[src/rtl/rv32i_instr_encoder.sv]
// RV32I instruction encoder/loader: packs symbolic op descriptors into 32-bit
// words and streams them to consecutive instruction-memory addresses.
module rv32i_instr_encoder #(
  parameter int ADDR_WIDTH = 10
) (
  input  logic                  clk,
  input  logic                  rst_n,
  input  logic                  start,
  input  logic                  finish,
  input  logic                  op_valid,
  output logic                  op_ready,
  input  logic [5:0]            op_kind,
  input  logic [4:0]            op_rd,
  input  logic [4:0]            op_rs1,
  input  logic [4:0]            op_rs2,
  input  logic [31:0]           op_imm,
  output logic                  imem_we,
  output logic [ADDR_WIDTH-1:0] imem_addr,
  output logic [31:0]           imem_wdata,
  output logic [ADDR_WIDTH:0]   count,
  output logic                  done,
  output logic                  err_illegal
);

  typedef enum logic [1:0] {S_IDLE, S_RUN, S_FULL} state_t;

  localparam logic [ADDR_WIDTH:0] LAST_PTR = {1'b0, {ADDR_WIDTH{1'b1}}};
  localparam logic [ADDR_WIDTH:0] PTR_ONE  = {{ADDR_WIDTH{1'b0}}, 1'b1};

  localparam logic [6:0] OPC_LUI    = 7'b0110111;
  localparam logic [6:0] OPC_AUIPC  = 7'b0010111;
  localparam logic [6:0] OPC_JAL    = 7'b1101111;
  localparam logic [6:0] OPC_JALR   = 7'b1100111;
  localparam logic [6:0] OPC_BRANCH = 7'b1100011;
  localparam logic [6:0] OPC_LOAD   = 7'b0000011;
  localparam logic [6:0] OPC_STORE  = 7'b0100011;
  localparam logic [6:0] OPC_OPIMM  = 7'b0010011;
  localparam logic [6:0] OPC_OP     = 7'b0110011;
  localparam logic [6:0] F7_ALT     = 7'b0100000;

  function automatic logic [31:0] encode(input logic [5:0]  kind,
                                         input logic [4:0]  rd,
                                         input logic [4:0]  rs1,
                                         input logic [4:0]  rs2,
                                         input logic [31:0] imm);
    logic [2:0]  f3;
    logic [6:0]  f7;
    logic [31:0] w;
    f3 = 3'b000;
    f7 = 7'b0000000;
    w  = 32'h0;
    if (kind == 6'd0) begin
      w = {imm[31:12], rd, OPC_LUI};
    end else if (kind == 6'd1) begin
      w = {imm[31:12], rd, OPC_AUIPC};
    end else if (kind == 6'd2) begin
      w = {imm[20], imm[10:1], imm[11], imm[19:12], rd, OPC_JAL};
    end else if (kind == 6'd3) begin
      w = {imm[11:0], rs1, 3'b000, rd, OPC_JALR};
    end else if (kind <= 6'd9) begin
      case (kind)
        6'd4:    f3 = 3'd0;
        6'd5:    f3 = 3'd1;
        6'd6:    f3 = 3'd4;
        6'd7:    f3 = 3'd5;
        6'd8:    f3 = 3'd6;
        default: f3 = 3'd7;
      endcase
      w = {imm[12], imm[10:5], rs2, rs1, f3, imm[4:1], imm[11], OPC_BRANCH};
    end else if (kind <= 6'd14) begin
      case (kind)
        6'd10:   f3 = 3'd0;
        6'd11:   f3 = 3'd1;
        6'd12:   f3 = 3'd2;
        6'd13:   f3 = 3'd4;
        default: f3 = 3'd5;
      endcase
      w = {imm[11:0], rs1, f3, rd, OPC_LOAD};
    end else if (kind <= 6'd17) begin
      case (kind)
        6'd15:   f3 = 3'd0;
        6'd16:   f3 = 3'd1;
        default: f3 = 3'd2;
      endcase
      w = {imm[11:5], rs2, rs1, f3, imm[4:0], OPC_STORE};
    end else if (kind <= 6'd23) begin
      case (kind)
        6'd18:   f3 = 3'd0;
        6'd19:   f3 = 3'd2;
        6'd20:   f3 = 3'd3;
        6'd21:   f3 = 3'd4;
        6'd22:   f3 = 3'd6;
        default: f3 = 3'd7;
      endcase
      w = {imm[11:0], rs1, f3, rd, OPC_OPIMM};
    end else if (kind <= 6'd26) begin
      // Shift-immediates carry only a 5-bit shamt; SRAI flags itself in funct7.
      f3 = (kind == 6'd24) ? 3'd1 : 3'd5;
      f7 = (kind == 6'd26) ? F7_ALT : 7'b0000000;
      w  = {f7, imm[4:0], rs1, f3, rd, OPC_OPIMM};
    end else if (kind <= 6'd36) begin
      case (kind)
        6'd27:   f3 = 3'd0;
        6'd28:   f3 = 3'd0;
        6'd29:   f3 = 3'd1;
        6'd30:   f3 = 3'd2;
        6'd31:   f3 = 3'd3;
        6'd32:   f3 = 3'd4;
        6'd33:   f3 = 3'd5;
        6'd34:   f3 = 3'd5;
        6'd35:   f3 = 3'd6;
        default: f3 = 3'd7;
      endcase
      f7 = (kind == 6'd28 || kind == 6'd34) ? F7_ALT : 7'b0000000;
      w  = {f7, rs2, rs1, f3, rd, OPC_OP};
    end
    return w;
  endfunction

  state_t                state_q, state_d;
  logic [ADDR_WIDTH:0]   ptr_q, ptr_d;
  logic                  last_q, last_d;
  logic                  err_q, err_d;
  logic                  done_q, done_d;
  logic                  we_q, we_d;
  logic [ADDR_WIDTH-1:0] addr_q;
  logic [31:0]           wdata_q;

  logic        accept;
  logic        legal;
  logic [31:0] word;

  assign op_ready = (state_q == S_RUN) && !finish && !last_q;
  assign accept   = op_valid && op_ready;
  assign legal    = (op_kind <= 6'd36);
  assign word     = encode(op_kind, op_rd, op_rs1, op_rs2, op_imm);

  always_comb begin
    state_d = state_q;
    ptr_d   = ptr_q;
    last_d  = last_q;
    err_d   = err_q;
    done_d  = 1'b0;
    we_d    = 1'b0;
    case (state_q)
      S_IDLE: begin
        if (start) begin
          state_d = S_RUN;
          ptr_d   = '0;
          last_d  = 1'b0;
          err_d   = 1'b0;
        end
      end
      S_RUN: begin
        if (finish) begin
          state_d = S_IDLE;
          done_d  = 1'b1;
        end else if (accept) begin
          if (legal) begin
            we_d  = 1'b1;
            ptr_d = ptr_q + PTR_ONE;
            // The final slot closes input; no wrap back to address 0.
            if (ptr_q == LAST_PTR) begin
              last_d  = 1'b1;
              state_d = S_FULL;
            end
          end else begin
            err_d = 1'b1;
          end
        end
      end
      S_FULL: begin
        if (finish) begin
          state_d = S_IDLE;
          done_d  = 1'b1;
        end
      end
      default: state_d = S_IDLE;
    endcase
  end

  always_ff @(posedge clk or negedge rst_n) begin
    if (!rst_n) begin
      state_q <= S_IDLE;
      ptr_q   <= '0;
      last_q  <= 1'b0;
      err_q   <= 1'b0;
      done_q  <= 1'b0;
      we_q    <= 1'b0;
      addr_q  <= '0;
      wdata_q <= '0;
    end else begin
      state_q <= state_d;
      ptr_q   <= ptr_d;
      last_q  <= last_d;
      err_q   <= err_d;
      done_q  <= done_d;
      we_q    <= we_d;
      if (we_d) begin
        addr_q  <= ptr_q[ADDR_WIDTH-1:0];
        wdata_q <= word;
      end
    end
  end

  assign imem_we     = we_q;
  assign imem_addr   = addr_q;
  assign imem_wdata  = wdata_q;
  assign count       = ptr_q;
  assign done        = done_q;
  assign err_illegal = err_q;

endmodule

[config.mk]
export PLATFORM = sky130hd
export DESIGN_NAME = rv32i_instr_encoder
export DESIGN_NICKNAME = d
export VERILOG_FILES = /design/src/rtl/rv32i_instr_encoder.sv
export SDC_FILE = /design/constraint.sdc
export NUM_CORES = 1
export LEC_CHECK = 0
export BUFFER_PORTS_ARGS = -buffer_cell sky130_fd_sc_hd__buf_2
export CAP_MARGIN = 30
export CORE_ASPECT_RATIO = 0.6
export CORE_MARGIN = 2
export CORE_UTILIZATION = 25
export DETAILED_ROUTE_END_ITERATION = 10
export SYNTH_ARGS = -nofsm -noshare
export SYNTH_HDL_FRONTEND = slang
export SYNTH_SLANG_ARGS = --single-unit
[constraint.sdc]
create_clock -name clk -period 2.6 [get_ports clk]
set_input_delay 0.26 -clock clk [delete_from_list [all_inputs] [get_ports clk]]
set_output_delay 0.26 -clock clk [all_outputs]
set_load 0.03 [all_outputs]
# == Word-level counts from Yosys, hierarchy flattened ==
# Cells that the tools add are included.
# word_totals
ff_bits,59
inputBits,58
out_inout_bits,57
# classes
n_addsub,1
n_lt_le_gt_ge,6
eq_ne,43
muxes,46
n_reduce_logical,16
# op_table
op,count
2-to-1 mux 32 bit,8
"== test 6 x 5 -> 1 bit, second input constant",13
2-to-1 mux 31 bit,2
2-to-1 mux 11 bit,4
"== test 6 x 4 -> 1 bit, second input constant",6
one-hot mux 3 bit (5 select lines),2
"== test 6 x 3 -> 1 bit, second input constant",4
"== test 6 bit, second input constant",4
one-hot mux 11 bit (2 select lines),1
one-hot mux 3 bit (7 select lines),1
"<= comparator 6 x 5 -> 1 bit, second input constant",3
AND reduction 5 bit,3
2-to-1 mux 1 bit,14
"== test 6 x 2 -> 1 bit, second input constant",2
"<= comparator 6 x 4 -> 1 bit, second input constant",2
2-to-1 mux 2 bit,6
2-to-1 mux 6 bit,2
"!= test 2 bit, second input constant",6
one-hot mux 3 bit (4 select lines),1
"adder 11 x 1 -> 11 bit, second input constant",1
"== test 11 x 10 -> 1 bit, second input constant",1
"== test 6 x 1 -> 1 bit, second input constant",1
"<= comparator 6 bit, second input constant",1
logical NOT 6 bit,1
other kinds (16),23

# == Depth between registers and ports, before layout ==
# Gate-level depths: netlist of the first run.
# logic_depth
word_depth,13
ltp_mapped,9
mapped_depth_nobuf,8

# == Least setup slack after synthesis of the first run ==
# Ideal clock, no wire load.
# synth_timing
path_kind,register -> register
startpoint,reg ptr_q[1] (netlist: count[1])
endpoint,reg state_q[0]
setup_ns,0.077
arrival_time_ns,1.684
required_ns,2.523
setup_slack_ns,0.839
path_stages_with_launch,7
n_path_buf,0
synth_period_minus_slack_ns,1.761
path_cell_list,dfrtp_1 > ha_1 > nand4_1 > nor4_1 > a31oi_1 > nand2b_1 > a21oi_1
# synth_between
elab_chain_cells,3
# synth_rtl
item,line,text
from (decl),121,"logic [ADDR_WIDTH:0] ptr_q, ptr_d;"
from (signal assigned),194,ptr_q <= ptr_d;
== test 11 x 10 -> 1 bit,163,if (ptr_q == LAST_PTR) begin
!= test 3 x 2 -> 1 bit (no source line),n/a,
AND reduction 5 bit (no source line),n/a,
to (signal assigned),193,state_q <= state_d;
to (decl),120,"state_t state_q, state_d;"
# Every way passes these cells.
# A chain may end at the register's enable or synchronous reset.

# == Worst setup path in the final report of the first run ==
# layout_timing
startpoint,reg state_q[1]
endpoint,reg ptr_q[6] (netlist: count[6])
# layout_between
elab_chain_cells,6
word_cells_on_any_way,12
classes_between,eq/ne (5); mux (1); reduce/logical (6)
# layout_rtl
item,line,text
== test 2 x 1 -> 1 bit,"133, 145",
logical AND 1 bit (2 in series),133,assign op_ready = (state_q == S_RUN) && !finish && !last_q;
logical AND 1 bit,134,assign accept = op_valid && op_ready;
!= test 2 bit (no source line),n/a,
AND reduction 5 bit (no source line),n/a,
# Several ways; a longest one is shown, not always the timed one.

==> metrics.txt, run 1 <==
status=complete, no violations; Rel. slew slack=47.90%; crit path kind=reg -> reg; time the worst path needs with I/O delays and setup=2031 ps; register share of total power=32.7%; Setup violations, final=0; hold buffers post-CTS=0; Seq/Total Area, Yosys=about 43%; Fillers=1380; vias in the first global route=3124; Max Slew Vio Count=0; DR iter-0 viols=251; post-CTS sizing=0; pre-CTS setup slack=503.9 ps; P&R area growth vs syn=30.86%; routed len/inst=about 17 microns; Vias/cell=4.960; # rows=32; clk_skew=8.040 ps; number of post-CTS setup repair buffers=0; HP Class=in -> async; top-count cell post-synth=dfrtp_1; H-tree depth=3; most frequent cells after synthesis=dfrtp_1, nand2_1, nor2_1; Yosys Warn Count=0; CTS clk-pin slew, worst paths=roughly 60 ps; setup TNS=0 ps; layout net count=about 560; FF+latch count, synth=58; root buffer cell=clkbuf_16; Cells after DPL=653; vias=3318; Avg Cell Area, Syn=8.623 sq um; PwrDens=between 900 and 1000 mW/mm^2; clk sink count=58; core box area=between 0.01 and 0.015 sq mm; First-pass DRT Iterations=6; Max-cap violations=0; synth top area cells=dfrtp_1, nand2_1, nor2_1; die span in y=around 93 microns; PnR Total Power=4038 uW; Startpoint Class=flop; CP max FO=7; Worst setup startpoint=state_q[1]; Mapped Area=about 0.0033 sq mm; post-route ant nets=0; Crit. End Element=flop; met1 Use GR=24.01%; Achievable Freq=492.4 MHz; die area=0.01432 sq mm; largest net degree at the start of global routing=59; WL final=11.13 mm; EDFF count, synth=0; Bufs on Longest Clock Path=2; GPL Wtd Cong=approximately 0.85; residual DRC count=0; clock insertion delay at the later pin of the skew report=approximately 330 ps; R2R Setup Slk=570 ps; Final Non-Filler Cells=669; Peak VDD IR=0.5202 mV; cell internal pwr=2367 uW; area leader, netlist=dfrtp_1; Port-buffer cells=about 110; clock share of power=between 20% and 30%; count of cell types in the netlist=58; Synth Flop Type=dfrtp_1; CP cell instances=inv_1, ha_1, and4bb_2, a31oi_1, nor3_1, xnor2_1, nor2_1; initial antenna violation count=1; number of diodes=0; Synth async-reset ratio=100.0%; starting density of the core=between 20% and 30%; Logic pwr share=37.7%; Top Ports=115; Final Hold Vio Count=0; CTS tree=done; GR Overflow Total=0; Hold Slack=around 100 ps; Worst Path Buf+Inv=1; period utilization=78.11%; critical path data arrival time=roughly 2200 ps; GR Layer Usage met2=21.13%; Switching Share=41.38%; post-synth top area share=43.49%; Worst path slowest cell=a31oi_1; layout cells sized above 1=30.46%; Num CTS Buffers=9; met3 Use GR=4.958%; CP max stage delay=550 ps; GR peak layer=met1; NetSw=1671 uW; static leakage=0.002112 uW; global-route wire length before repair=17.47 mm; Global Route Usage Sum=15.86%; DPL Wire Length=8.215 mm; Worst-Margin Slew=781.5 ps; CP required=2800 ps; Post-Syn Instances=387; setup ws final=569.2 ps; unrepaired setup endpoints after global routing=no; Die Width=153.2 microns; Worst path top cell family by delay=compound AO/OA/AOI/OAI gates; Synth Net Count=449; FF-to-FF Start=state_q[1]
==> worst paths after layout <==
kind,to,cells past startpoint
setup / recovery,count[6],7
hold reg to reg,imem_wdata[6],2
setup reg to reg,count[6],7
hold / removal,imem_wdata[19],2
min in group clk,imem_wdata[28],3
max in group asynchronous,done,2
==> metrics by stage <==
| step | util, % | cell area, sq um |
|---|---|---|
| global placement | 31.48 | 4071 |
| floorplan | - | 3337 |
| detailed placement | 31.48 | 4071 |
| global route | 33.77 | 4367 |
| CTS | 33.77 | 4367 |
| finish | 33.77 | 4367 |
==> flip-flops by register name, summed over array words and instances, names as in the netlist <==
name,cells
imem_wdata,31
count,11
imem_addr,10
state_q,2
done,1
err_illegal,1
imem_we,1
last_q,1
==> cell type report <==
cell class	instances	area [sq um]	area share (%)
Clock inverter	7	70.07	1.605
Multi-Input combinational cell	292	1715	39.28
Clock buffer	9	225.2	5.158
Tap cell	170	212.7	4.871
Sequential cell	58	1451	33.24
Inverter	9	33.78	0.7736
Timing Repair Buffer	124	658.1	15.07
==> per-layer routing <==
metal / share of wire (%) / routed length [microns] / vias up
met4: 1.3 / 141 / 0
met3: 9.4 / 1041 / 12
met2: 39 / 4374 / 166
met5: 0 / 0 / -
li1: - / - / 1607
met1: 50 / 5569 / 1533
==> kinds of logic (layout without fill, tap and decap cells) <==
group | count (synthesis) | count (layout) | share of synthesized area (%)
flip-flops | 58 | 58 | 43.49
XOR/XNOR | 9 | 9 | 2.362
buffers and inverters | 37 | 149 | 5.249
adder cells (fa/ha/maj) | 4 | 4 | 1.500
AO/OA/AOI/OAI | 87 | 87 | 17.96
multiplexers | 7 | 7 | 2.100
AND/OR/NAND/NOR | 185 | 185 | 27.33
==> power by group through the flow <==
stage                     registers (uW)  logic [uW]  clock network, uW
after floorplan                     1840         513                  0
after global placement              1340        1520                  0
after detailed placement            1340        1530                  0
after CTS                           1330        1530               1230
after global routing                1360        1650               1270
final                               1320        1520               1190
==> placed cells by master, fill, tap and decap left out, types with 3 or more instances in the layout <==
cell / Yosys / final
buf_2: 11 / 114
dfrtp_1: 58 / 58
xor2_1: 3 / 3
buf_4: 2 / 9
a21oi_1: 14 / 14
nor2_1: 49 / 49
a31oi_1: 9 / 9
inv_1: 9 / 9
xnor2_1: 6 / 6
mux2i_1: 7 / 7
nor2b_1: 10 / 10
nor4_1: 6 / 6
clkbuf_16: 0 / 9
nand3_1: 19 / 19
nand3b_1: 3 / 3
nand2b_1: 5 / 5
nand2_1: 55 / 55
clkinv_2: 0 / 3
a221oi_1: 7 / 7
ha_1: 4 / 4
nor3_1: 8 / 7
a211o_1: 6 / 6
nand4b_1: 3 / 3
or2_2: 4 / 4
nor4b_1: 4 / 4
a32oi_1: 3 / 3
o211ai_1: 6 / 6
nor3b_1: 6 / 6
o21ai_0: 19 / 19
and2_1: 4 / 4
Power figures use the tool's default switching activity.
==> run 2: changes to the inputs <==
--- a/config.mk
+++ b/config.mk
@@ -5,6 +5,7 @@
 export SDC_FILE = /design/constraint.sdc
 export NUM_CORES = 1
 export LEC_CHECK = 0
+export ABC_AREA = 1
 export BUFFER_PORTS_ARGS = -buffer_cell sky130_fd_sc_hd__buf_2
 export CAP_MARGIN = 30
 export CORE_ASPECT_RATIO = 0.6
==> constraint.sdc (replaced) <==
create_clock -name clk -period 1.7 [get_ports clk]
set_input_delay 0.17 -clock clk [delete_from_list [all_inputs] [get_ports clk]]
set_output_delay 0.17 -clock clk [all_outputs]
set_load 0.03 [all_outputs]
==> metrics.txt, run 2 <==
P&R area growth vs syn=54.80%; Yosys Warn Count=0 (unchanged); Peak VDD IR=0.6184 mV (+19%); Synth Area in XOR/XNOR=0.5058% (-1.9 points); vias in the first global route=3534 (+13%); core box area=0.01358 sq mm (+5.0%); clock insertion delay at the later pin of the skew report=330 ps (about the same); setup TNS=-18.91 ps (-18.91 ps); Max Slew Vio Count=0 (unchanged); Hold Slack=82.54 ps (-17.08 ps); Achievable Freq=583.8 MHz (+19%); Mapped Area=0.003463 sq mm (+3.8%); Fillers=1405 (+1.8%); Worst-Margin Slew=375.2 ps (-406.3 ps); Bufs on Longest Clock Path=2 (unchanged); EDFF count, synth=0 (unchanged); count of cell types in the netlist=39 (-33%); largest net degree at the start of global routing=59 (unchanged); Final Non-Filler Cells=816 (+22%); Synth async-reset ratio=100.0% (unchanged); main combinational cell family by area after synthesis=simple AND/OR/NAND/NOR gates; pre-CTS setup slack=-124.7 ps (-628.6 ps); initial antenna violation count=0 (-1); failing checks=negative setup slack; number of diodes=0 (unchanged); complex-gate fraction of the synthesized area=17.67% (-0.29 points); Synth Net Count=523 (+16%); vias=3859 (+16%); Die Width=156.0 microns (+1.8%); most common cell after layout, fill and taps aside=buf_2; CTS tree=done; layout net count=699 (+26%); Synth Flop Type=dfrtp_1; FF/Latch Area=0.001454 sq mm (+0.17%); status=finished with violations; period utilization=100.8% (+23 points); area leader, netlist=dfrtp_1; Port-buffer cells=114 (unchanged); Final Util=39.47% (+5.7 points); max FFs per register=31 (unchanged); Top Ports=115 (unchanged); Post-Syn Instances=461 (+19%); First-pass DRT Iterations=4 (-2); global-route wire length before repair=18.02 mm (+3.2%); Crit. End Element=flop; most frequent cells after synthesis=nand2_1, dfrtp_1, a21oi_1; routed len/inst=15.12 microns (-9.1%); synth top area cells=dfrtp_1, nand2_1, a21oi_1; Startpoint Class=flop; Avg Cell Area, Syn=7.513 sq um (-13%); static leakage=0.002655 uW (+26%); Max-cap violations=0 (unchanged); unrepaired setup endpoints after global routing=yes; FF+latch count, synth=58 (unchanged); H-tree depth=3 (unchanged); CTS clk-pin slew, worst paths=60 ps (about the same); Synth Area in Simple Gates=29.99% (+2.7 points); CP required=1970 ps (-830 ps); clk sink count=58 (unchanged); post-route ant nets=0 (unchanged); Rel. slew slack=74.87% (+27 points); Vias/cell=4.729 (-4.6%); Cells after DPL=785 (+20%); time the worst path needs with I/O delays and setup=1713 ps (-317.8 ps); GPL Wtd Cong=0.9030 (+6.1%); Post-Synth Adder-Cell Area=1.445% (-0.055 points); # rows=33 (+3.1%); PwrDens=1430 mW/mm^2 (+55%); most frequent cells in the layout=buf_2, nand2_1, dfrtp_1; clk_skew=7.618 ps (-0.4217 ps); Setup violations, final=2 (+2); GR Overflow Total=0 (unchanged); starting density of the core=25.50% (-0.31 points); crit path kind=reg -> reg; WL final=12.33 mm (+11%); die area=0.01484 sq mm (+3.7%); setup ws final=-12.99 ps (-582.2 ps); DPL Wire Length=8.620 mm (+4.9%); mux contribution to synthesized area=0% (-2.1 points); post-synth top area share=41.91% (-1.6 points); die span in y=95.17 microns (+1.8%); Global Route Usage Sum=15.91% (+0.047 points); Num CTS Buffers=9 (unchanged); Final Hold Vio Count=0 (unchanged); root buffer cell=clkbuf_16; top-count cell post-synth=nand2_1; HP Class=in -> reg; residual DRC count=0 (unchanged); Seq/Total Area, Yosys=41.91% (-1.6 points); Multi-input gate area=0.001997 sq mm (+16%); critical path data arrival time=1980 ps (-250 ps); DR iter-0 viols=253 (+0.80%); layout cells sized above 1=47.11% (+17 points); CP max FO=4 (-3)
==> run 2: repair_timing <==
| item | 4_1_cts | 5_1_grt |
|---|---|---|
| buffers inserted | 2 | 11 |
| hold buffers | 1 | 0 |
| setup endpoints to repair | 31 | 22 |
| cloned | 0 | 3 |
| pin swaps | 4 | 18 |
| endpoints found under the hold margin | 58 | 0 |
| resized for setup | 8 | 74 |
==> run 2: layout make-up <==
class,count,share of cell area [%]
clock buffers,10,4.271
clock inverters,5,1.494
inverters,51,3.757
multi-input cells,338,37.25
flip-flops and latches,58,27.12
well taps,175,4.084
repair buffers,179,22.03
==> run 2: critical path, stage by stage, from the launching register on <==
cell	delay [ps]
dfrtp_1	430
ha_4	200
buf_4	130
a21oi_2	200
nand4_4	150
nand2_4	130
nand2_2	50
nor2_2	90
nand2_1	70
nand2_1	60
nand2_1	50
nor2_1	80
==> run 2: layer usage <==
metal	GRT usage [%]	wire, microns	up-vias
li1	-	-	1893
met1	22.29	6190	1812
met2	23.19	5233	145
met3	5.364	806	9
met4	4.664	104	0
met5	0	0	-
==> run 2: report_power, final <==
part	switching, uW	internal, uW	total (uW)	leakage (uW)
clock network	663	1270	1930	0.000145
logic	2280	1270	3550	0.00177
registers	313	1870	2190	0.000735
total	3260	4410	7670	0.00265
==> run 2: cells by family after synthesis <==
kind of cell	Yosys count
flip-flops	58
AO/OA/AOI/OAI	111
buffers and inverters	65
adder cells (fa/ha/maj)	4
XOR/XNOR	2
AND/OR/NAND/NOR	221
==> run 2: worst paths after layout <==
path / startpoint / end / slack [ps] / cells past startpoint
max: state_q[0] / count[4] / -10 / 11
min: op_rd[3] / imem_wdata[10] / 80 / 3
max reg2reg: state_q[0] / count[4] / -10 / 11
min reg2reg: imem_wdata[22] / imem_wdata[22] / 480 / 2
max in group asynchronous: rst_n / count[0] / 1030 / 3
min in group asynchronous: rst_n / imem_wdata[25] / 370 / 3
==> run 2: stage by stage <==
step | total power (uW) | instance area, sq um
finish | 7668 | 5361
global route | 8147 | 5361
CTS | 7310 | 4956
detailed placement | 5252 | 4591
global placement | 5235 | 4591
floorplan | 4136 | 3481
